`config.mk`:
```
export PLATFORM = sky130hd
export DESIGN_NAME = hazard_ctrl
export DESIGN_NICKNAME = d
export VERILOG_FILES = /design/src/rtl/hazard_pkg.sv /design/src/rtl/hazard_ctrl_md_busy_timer.sv /design/src/rtl/hazard_ctrl.sv
export SDC_FILE = /design/constraint.sdc
export NUM_CORES = 1
export LEC_CHECK = 0
export CELL_PAD_IN_SITES_DETAIL_PLACEMENT = 0
export CELL_PAD_IN_SITES_GLOBAL_PLACEMENT = 1
export CORE_ASPECT_RATIO = 0.5
export CORE_MARGIN = 1
export CORE_UTILIZATION = 35
export CTS_BUF_LIST = sky130_fd_sc_hd__clkbuf_16
export DETAILED_ROUTE_END_ITERATION = 7
export GPL_TIMING_DRIVEN = 0
export PLACE_DENSITY = 0.77
export RECOVER_POWER = 25
export SKIP_CTS_REPAIR_TIMING = 1
export SLEW_MARGIN = 5
export SYNTH_ARGS = -nofsm -noshare
export SYNTH_HDL_FRONTEND = slang
export SYNTH_HIERARCHICAL = 1
export SYNTH_SLANG_ARGS = --single-unit
```
`constraint.sdc`:
```
create_clock -name clk -period 6.2 [get_ports clk]
set_clock_uncertainty 0.15 [all_clocks]
set_input_delay 0.62 -clock clk [delete_from_list [all_inputs] [get_ports clk]]
set_output_delay 0.62 -clock clk [all_outputs]
set_load 0.1 [all_outputs]
```
`src/rtl/hazard_pkg.sv`:
```
// Shared encodings and helpers for the pipeline hazard unit.
package hazard_pkg;

  localparam int TUSE_W = 2;
  localparam int TNEW_W = 2;

  // Source operand is not read by the instruction.
  localparam logic [TUSE_W-1:0] TUSE_NONE = 2'd3;

  // Operand source select.
  typedef enum logic [1:0] {
    FWD_GRF = 2'b00,
    FWD_W   = 2'b01,
    FWD_M   = 2'b10
  } fwd_sel_t;

  // Tnew one stage later, saturating at zero.
  function automatic logic [TNEW_W-1:0] tnew_dec(input logic [TNEW_W-1:0] t);
    return (t == '0) ? '0 : t - TNEW_W'(1);
  endfunction

endpackage

```
`src/rtl/hazard_ctrl_md_busy_timer.sv`:
```
// Down-counter that reports the mult/div unit busy until it reaches zero.
module md_busy_timer #(
  parameter int W = 4
) (
  input  logic         clk,
  input  logic         reset,
  input  logic         load,
  input  logic [W-1:0] load_val,
  output logic         busy
);

  logic [W-1:0] cnt_q;
  logic [W-1:0] cnt_d;

  // A load restarts the count; otherwise count down and hold at zero.
  always_comb begin
    cnt_d = cnt_q;
    if (load) begin
      cnt_d = load_val;
    end else if (cnt_q != '0) begin
      cnt_d = cnt_q - W'(1);
    end
  end

  // Count register; reset aborts any running countdown.
  always_ff @(posedge clk or posedge reset) begin
    if (reset) begin
      cnt_q <= '0;
    end else begin
      cnt_q <= cnt_d;
    end
  end

  assign busy = (cnt_q != '0);

endmodule

```
`src/rtl/hazard_ctrl.sv`:
```
// Tuse/Tnew hazard unit: shadow E/M/W pipeline, stall/flush, forwarding
// selects, mult/div interlock and a saturating stall-cycle counter.
module hazard_ctrl
  import hazard_pkg::*;
#(
  parameter int RA_W    = 5,
  parameter int MUL_LAT = 5,
  parameter int DIV_LAT = 10,
  parameter int CNT_W   = 16
) (
  input  logic              clk,
  input  logic              reset,
  input  logic [RA_W-1:0]   d_rs,
  input  logic [RA_W-1:0]   d_rt,
  input  logic [1:0]        d_tuse_rs,
  input  logic [1:0]        d_tuse_rt,
  input  logic [RA_W-1:0]   d_dst,
  input  logic [1:0]        d_tnew,
  input  logic              d_md_use,
  input  logic              d_md_start,
  input  logic              d_md_div,
  output logic              stall,
  output logic              flush_e,
  output logic [1:0]        fwd_d_rs,
  output logic [1:0]        fwd_d_rt,
  output logic [1:0]        fwd_e_rs,
  output logic [1:0]        fwd_e_rt,
  output logic              fwd_m_rt,
  output logic              md_busy,
  output logic [CNT_W-1:0]  stall_cnt
);

  localparam int MD_MAX = (DIV_LAT > MUL_LAT) ? DIV_LAT : MUL_LAT;
  localparam int MD_W   = $clog2(MD_MAX + 1);

  // Shadow pipeline registers.
  logic [RA_W-1:0]   e_rs_q, e_rs_d;
  logic [RA_W-1:0]   e_rt_q, e_rt_d;
  logic [RA_W-1:0]   e_dst_q, e_dst_d;
  logic [TNEW_W-1:0] e_tnew_q, e_tnew_d;
  logic              e_md_start_q, e_md_start_d;
  logic              e_md_div_q, e_md_div_d;
  logic [RA_W-1:0]   m_rt_q, m_rt_d;
  logic [RA_W-1:0]   m_dst_q, m_dst_d;
  logic [TNEW_W-1:0] m_tnew_q, m_tnew_d;
  logic [RA_W-1:0]   w_dst_q, w_dst_d;
  logic [CNT_W-1:0]  stall_cnt_q, stall_cnt_d;

  logic              hz_rs;
  logic              hz_rt;
  logic              md_hz;
  logic [MD_W-1:0]   md_load_val;

  // A source is late if a producer in E or M still needs more cycles than
  // the consumer can wait. Register 0 and unused operands never conflict.
  function automatic logic src_hazard(
    input logic [RA_W-1:0]   src,
    input logic [TUSE_W-1:0] tuse,
    input logic [RA_W-1:0]   e_dst,
    input logic [TNEW_W-1:0] e_tnew,
    input logic [RA_W-1:0]   m_dst,
    input logic [TNEW_W-1:0] m_tnew
  );
    if (src == '0 || tuse == TUSE_NONE) begin
      return 1'b0;
    end
    return ((src == e_dst) && (e_tnew > tuse)) ||
           ((src == m_dst) && (m_tnew > tuse));
  endfunction

  // M wins over W, but only once its result exists; W results are always final.
  function automatic fwd_sel_t fwd_pick(
    input logic [RA_W-1:0]   src,
    input logic [RA_W-1:0]   m_dst,
    input logic [TNEW_W-1:0] m_tnew,
    input logic [RA_W-1:0]   w_dst
  );
    if (m_dst != '0 && src == m_dst && m_tnew == '0) begin
      return FWD_M;
    end else if (w_dst != '0 && src == w_dst) begin
      return FWD_W;
    end
    return FWD_GRF;
  endfunction

  // Same-cycle hazard detection and forwarding selects.
  always_comb begin
    hz_rs    = src_hazard(d_rs, d_tuse_rs, e_dst_q, e_tnew_q, m_dst_q, m_tnew_q);
    hz_rt    = src_hazard(d_rt, d_tuse_rt, e_dst_q, e_tnew_q, m_dst_q, m_tnew_q);
    md_hz    = d_md_use && (md_busy || e_md_start_q);
    stall    = hz_rs || hz_rt || md_hz;
    flush_e  = stall;
    fwd_d_rs = fwd_pick(d_rs, m_dst_q, m_tnew_q, w_dst_q);
    fwd_d_rt = fwd_pick(d_rt, m_dst_q, m_tnew_q, w_dst_q);
    fwd_e_rs = fwd_pick(e_rs_q, m_dst_q, m_tnew_q, w_dst_q);
    fwd_e_rt = fwd_pick(e_rt_q, m_dst_q, m_tnew_q, w_dst_q);
    fwd_m_rt = (w_dst_q != '0) && (m_rt_q == w_dst_q);
  end

  // Next shadow state: a stall sends a bubble into E; M and W always advance.
  always_comb begin
    e_rs_d       = d_rs;
    e_rt_d       = d_rt;
    e_dst_d      = d_dst;
    e_tnew_d     = d_tnew;
    e_md_start_d = d_md_start;
    e_md_div_d   = d_md_div;
    if (stall) begin
      e_rs_d       = '0;
      e_rt_d       = '0;
      e_dst_d      = '0;
      e_tnew_d     = '0;
      e_md_start_d = 1'b0;
      e_md_div_d   = 1'b0;
    end
    m_rt_d   = e_rt_q;
    m_dst_d  = e_dst_q;
    m_tnew_d = tnew_dec(e_tnew_q);
    w_dst_d  = m_dst_q;
    stall_cnt_d = stall_cnt_q;
    if (stall && (stall_cnt_q != '1)) begin
      stall_cnt_d = stall_cnt_q + CNT_W'(1);
    end
  end

  // Shadow pipeline and stall counter registers.
  always_ff @(posedge clk or posedge reset) begin
    if (reset) begin
      e_rs_q       <= '0;
      e_rt_q       <= '0;
      e_dst_q      <= '0;
      e_tnew_q     <= '0;
      e_md_start_q <= 1'b0;
      e_md_div_q   <= 1'b0;
      m_rt_q       <= '0;
      m_dst_q      <= '0;
      m_tnew_q     <= '0;
      w_dst_q      <= '0;
      stall_cnt_q  <= '0;
    end else begin
      e_rs_q       <= e_rs_d;
      e_rt_q       <= e_rt_d;
      e_dst_q      <= e_dst_d;
      e_tnew_q     <= e_tnew_d;
      e_md_start_q <= e_md_start_d;
      e_md_div_q   <= e_md_div_d;
      m_rt_q       <= m_rt_d;
      m_dst_q      <= m_dst_d;
      m_tnew_q     <= m_tnew_d;
      w_dst_q      <= w_dst_d;
      stall_cnt_q  <= stall_cnt_d;
    end
  end

  assign stall_cnt   = stall_cnt_q;
  assign md_load_val = e_md_div_q ? MD_W'(DIV_LAT) : MD_W'(MUL_LAT);

  md_busy_timer #(
    .W (MD_W)
  ) u_md_busy_timer (
    .clk      (clk),
    .reset    (reset),
    .load     (e_md_start_q),
    .load_val (md_load_val),
    .busy     (md_busy)
  );

endmodule

```
==> impl_metrics.tcl, run 1 <==
set metrics [dict create \
    status "finished, final reports clean" \
    routed_via_density 4.80 \
    place_ws_ns 1.78 \
    slew_headroom_pct 32.5 \
    die_y_microns 68.1 \
    ios 54 \
    drc 0 \
    hold_viol_final 0 \
    synth_cell_types 41 \
    nFillCells 780 \
    vias 2194 \
    n_antenna_cell 0 \
    r2r_slack_ns 3.76 \
    syn-num-nets 320 \
    hold_start "m_dst_q[4]$_DFF_PP0_" \
    min_period_ns 4.43 \
    seq_area_frac_synth_pct 45.8 \
    layout-drive-gt1-share_pct 8.41 \
    clock.fmax_ghz 0.226 \
    ant_nets 0 \
    tightest_slew_ns 1.01 \
    grt-ovfl-total 0 \
    cts_root_buf "clkbuf_16" \
    drt-initial-drc-count 66 \
    path_max_fanout 9 \
    placement.cell_area_sq_um 3760 \
    multi_input_area_sq_um 1510 \
    grtUsageTotal_pct 16.0 \
    peakVddDrop_mv 0.487 \
    gp_congestion 0.816 \
    wl_microns 6900 \
    ys_warn_count 6 \
    arrival_ns 3.66 \
    setup_slack_ns 1.77 \
    synthCells 283 \
    core_region_area_sq_um 8230 \
    synth_seq_cells 56 \
    rsz0062_at_grt "no" \
    place_hpwl_microns 5070 \
    tns_ns 0 \
    seq_area_sq_um 1400 \
    cp-end-kind "output pin" \
    finalSetupViolCount 0 \
    cts_sinks 56 \
    final_cells 457 \
    drtPass1Iterations 4 \
    synthTopCellsByArea "dfrtp_1 (46%), xor2_1 (12%), xnor2_1 (8.0%)" \
    yosys.area.top_type "dfrtp_1" \
    crit_path_max_incr_delay_ns 1.12 \
    die_area_sq_um 9140 \
    critical_path.slowest_cell "clkdlybuf4s50_1" \
    path_cells "clkdlybuf4s50_1 > inv_1 > ha_1 > nand2_1 > nand4_1 > nor4_1 > o21ai_1 > and3_4 > inv_2 > buf_4 > clkdlybuf4s50_1" \
    worstPathRequired_ns 5.43 \
    antenna_found_initial 0 \
    startpoint "d_tuse_rs[1]" \
    hold_path.class "reg2reg" \
    period_share_pct 71.4 \
    drv_slew 0 \
    path_common_cell "clkdlybuf4s50_1" \
    power_mw 1.43 \
    cts_tree "done" \
    fin_nets 381 \
    startpoint_type "primary input" \
    rows 23 \
    clk_path_buf_depth 2 \
    power_density_nw_per_um2 367 \
    start_util_pct 37.2 \
    synthesis.area_sq_um 3060 \
    grt_pass1_wl_microns 11000 \
    grt_pass1_vias 2224 \
    wl_per_cell_microns 15.1 \
    leakage_nw 1.75 \
    cts_max_level 2 \
    max-cap-violations 0 \
    die_w_microns 134 \
    post-place-cells 449 \
    path_class "in2out" \
    path_clk_slew_ns 0.07 \
    grt_start_max_net_pins 29 \
    worstSkewPairLatency_ns 0.30 \
    r2r-start "e_tnew_q[1]$_DFF_PP0_" \
    design_area_sq_um 3900 \
    portBuffers 53 \
    area_growth_pct 27.6 \
    cts_made_buffers 5 \
    synth_area_per_cell_sq_um 10.8 \
    synth_top_cell_area_share_pct 45.8 \
]
[critical path, delay by kind of cell]
kind | cells | cell delay [ns]
buf+inv | 5 | 1.92
simple gates | 4 | 0.67
fa+ha+maj | 1 | 0.30
compound gates | 1 | 0.14
[cells in the mapped netlist, drive strengths merged]
| cell | n |
|---|---|
| dfrtp | 56 |
| xor2 | 42 |
| xnor2 | 28 |
| and2 | 21 |
| inv | 15 |
| ha | 11 |
| nand2 | 11 |
| nor3 | 11 |
| and3 | 9 |
| buf | 9 |
| nand3 | 9 |
| nor4 | 9 |
| nor2 | 8 |
| clkbuf | 6 |
| o21ai | 6 |
| or4 | 6 |
| nand4 | 5 |
| a21oi | 4 |
| mux2 | 3 |
| nor3b | 3 |
| a22oi | 2 |
| nor2b | 2 |
| a2111oi | 1 |
| a221o | 1 |
| a41oi | 1 |
| and4 | 1 |
| and4bb | 1 |
| mux2i | 1 |
| o31ai | 1 |
[kinds of logic after synthesis]
group,after synthesis,share of synthesized area [%]
adder cells (fa/ha/maj),11,4.50
AO/OA/AOI/OAI,16,3.48
flip-flops,56,45.8
AND/OR/NAND/NOR,96,19.4
multiplexers,4,1.43
buffers and inverters,30,5.36
XOR/XNOR,70,20.0
[metrics by stage]
| stage | utilization (%) | hold slack [ns] |
|---|---|---|
| 5_1_grt | 47.4 | 0.236 |
| 3_5_place_dp | 45.7 | 0.203 |
| 4_1_cts | 47.4 | 0.223 |
| 2_1_floorplan | - | 0.199 |
| 6_report | 47.4 | 0.222 |
| 3_3_place_gp | 45.5 | 0.203 |
[state kept, by name, summed over array words and instances (netlist names)]
register               cells
e_dst_q                    5
e_md_div_q                 1
e_md_start_q               1
e_rs_q                     5
e_rt_q                     5
e_tnew_q                   2
m_dst_q                    5
m_rt_q                     5
m_tnew_q                   2
stall_cnt                 16
u_md_busy_timer/cnt_q      4
w_dst_q                    5
[placed cells by master, fill, tap and decap left out, types with 8 or more instances in the layout]
| cell type | n |
|---|---|
| xor2_1 | 42 |
| xnor2_1 | 28 |
| clkdlybuf4s50_1 | 52 |
| nand3_1 | 9 |
| inv_1 | 15 |
| ha_1 | 11 |
| and2_1 | 20 |
| and3_1 | 8 |
| nand2_1 | 11 |
| dfrtp_1 | 56 |
[cell type report]
cell class                 instances  share of cell area (%)
multi-input combinational        197                    38.6
timing repair buffer              54                    14.1
sequential                        56                    35.9
tap                              112                    3.59
inverter                          15                    1.44
buffer                            15                    2.76
clock buffer                       5                    3.21
clock inverter                     3                   0.385
[per-layer routing]
layer	share of wire [%]	track usage, %
met5	0	0
met4	0.83	4.35
met3	3.5	3.85
met2	51	30.0
met1	45	18.8
[path summary, 6_finish.rpt]
kind,end,cells past startpoint
worst max-delay path,stall,11
worst min-delay path,w_dst_q[4]$_DFF_PP0_,0
worst max register to register,stall_cnt[12]$_DFFE_PP0P_,9
worst min register to register,w_dst_q[4]$_DFF_PP0_,0
max in group asynchronous,m_rt_q[3]$_DFF_PP0_,3
min in group asynchronous,u_md_busy_timer/cnt_q[1]$_DFFE_PP0P_,2
[where the power goes]
group	internal, mW	switching [mW]
clock	0.147	0.129
combinational	0.219	0.436
sequential	0.434	0.0650
total	0.801	0.631
(Power assumes the default switching activity.)
==> run 2: changes to the inputs <==
==> constraint.sdc (replaced) <==
create_clock -name clk -period 4.4 [get_ports clk]
set_clock_uncertainty 0.15 [all_clocks]
set_input_delay 0.44 -clock clk [delete_from_list [all_inputs] [get_ports clk]]
set_output_delay 0.44 -clock clk [all_outputs]
set_load 0.1 [all_outputs]
==> run 2 against run 1 <==
Compared with the run above: power is 47% higher; final cell count is the same; routed wire length down 3.8%; global-route usage increased by 0.058 points; clock-buffer cell count unchanged.
==> impl_metrics.tcl, run 2 (same netlist as run 1, synthesis figures left out) <==
set metrics [dict create \
    status "finished, final reports clean" \
    die_w_microns 134 \
    gp_congestion 0.791 \
    vias 2175 \
    worstSkewPairLatency_ns 0.30 \
    grtUsageTotal_pct 16.1 \
    seq_area_sq_um 1400 \
    ios 54 \
    cts_max_level 2 \
    layout_common_cells "dfrtp_1 (56), clkdlybuf4s50_1 (52), xor2_1 (42)" \
    grt_pass1_vias 2271 \
    period_share_pct 92.2 \
    path_clk_slew_ns 0.08 \
    cts_made_buffers 5 \
    wl_microns 6640 \
    nFillCells 767 \
    area_growth_pct 30.7 \
    design_area_sq_um 4000 \
    place_hpwl_microns 5030 \
    power_density_nw_per_um2 528 \
    die_y_microns 68.1 \
    max-cap-violations 0 \
    cts_sinks 56 \
    multi_input_area_sq_um 1570 \
    tightest_slew_ns 0.983 \
    grt-ovfl-total 0 \
    start_util_pct 37.2 \
    rsz0062_at_grt "no" \
    worstPathRequired_ns 3.81 \
    startpoint_type "primary input" \
    wl_per_cell_microns 14.5 \
    tns_ns 0 \
    grt_pass1_wl_microns 11100 \
    die_area_sq_um 9140 \
    setup_slack_ns 0.342 \
    portBuffers 53 \
    routed_via_density 4.76 \
    min_period_ns 4.06 \
    slew_headroom_pct 34.2 \
    placement.cell_area_sq_um 3820 \
    power_mw 2.11 \
    largest_reg_flops 16 \
    peakVddDrop_mv 0.573 \
    arrival_ns 3.47 \
    hold_viol_final 0 \
    drt-initial-drc-count 44 \
    cts_root_buf "clkbuf_16" \
    place_ws_ns 0.327 \
    clk_path_buf_depth 2 \
    drc 0 \
    drv_slew 0 \
    hold_path.class "reg2reg" \
    layout-drive-gt1-share_pct 10.7 \
    final_common_cell "dfrtp_1" \
    rows 23 \
    drtPass1Iterations 4 \
    antenna_found_initial 0 \
    clock.fmax_ghz 0.246 \
    fin_nets 381 \
    finalSetupViolCount 0 \
    ant_nets 0 \
    cp-end-kind "output pin" \
    grt_start_max_net_pins 37 \
    cts_tree "done" \
    leakage_nw 1.78 \
    path_max_fanout 9 \
    r2r_slack_ns 1.96 \
    path_class "in2out" \
    core_region_area_sq_um 8230 \
    n_antenna_cell 0 \
]
==> run 2: changes by cell type in the layout (fill, tap and decap cells not counted), sizes merged <==
cell,before,now
clkinv,1,2
bufinv,0,1
inv,16,15
clkinvlp,1,0
==> run 2: path summary, 6_finish.rpt <==
path                                      start                              endpoint  cells after the start
setup / recovery                   d_tuse_rt[1]                                 stall                     11
hold / removal             m_dst_q[4]$_DFF_PP0_                  w_dst_q[4]$_DFF_PP0_                      0
setup reg to reg           m_dst_q[2]$_DFF_PP0_             stall_cnt[12]$_DFFE_PP0P_                      9
hold reg to reg            m_dst_q[4]$_DFF_PP0_                  w_dst_q[4]$_DFF_PP0_                      0
max in group asynchronous                 reset                   m_rt_q[4]$_DFF_PP0_                      3
min in group asynchronous                 reset  u_md_busy_timer/cnt_q[0]$_DFFE_PP0P_                      2
==> run 2: cell type report <==
cell class	instances	share of cell area [%]
clock buffer	5	3.13
multi-input combinational	197	39.2
clock inverter	3	1.19
sequential	56	35.1
tap	112	3.51
timing repair buffer	54	13.8
inverter	15	1.41
buffer	15	2.69
==> run 2: power breakdown <==
group | total [mW] | leakage, nW | internal, mW | switching, mW
Clock | 0.465 | 0.0840 | 0.271 | 0.194
Combinational | 0.943 | 0.978 | 0.315 | 0.627
Sequential | 0.703 | 0.717 | 0.612 | 0.0907
Total | 2.11 | 1.78 | 1.20 | 0.912
==> run 2: stage by stage <==
stage / hold slack, ns / util [%] / std cells
2_1_floorplan: 0.0561 / - / 283
3_3_place_gp: 0.202 / 46.2 / 448
3_5_place_dp: 0.207 / 46.5 / 449
4_1_cts: 0.225 / 48.6 / 457
5_1_grt: 0.248 / 48.6 / 457
6_report: 0.225 / 48.6 / 457
==> run 2: worst max-delay path: stages <==
cell and delay [ns]:
clkdlybuf4s50_1 0.48, inv_1 0.07, ha_1 0.31, nand2_1 0.08, nand4_1 0.09, nor4_1 0.28, o21ai_1 0.14, and3_4 0.20
inv_2 0.12, buf_4 0.12, clkdlybuf4s50_1 1.12
==> run 2: per-layer routing <==
metal,track usage [%],share of wire (%)
met1,19.3,45
met5,0,0
met2,29.9,51
met3,2.96,2.5
met4,5.48,1.3
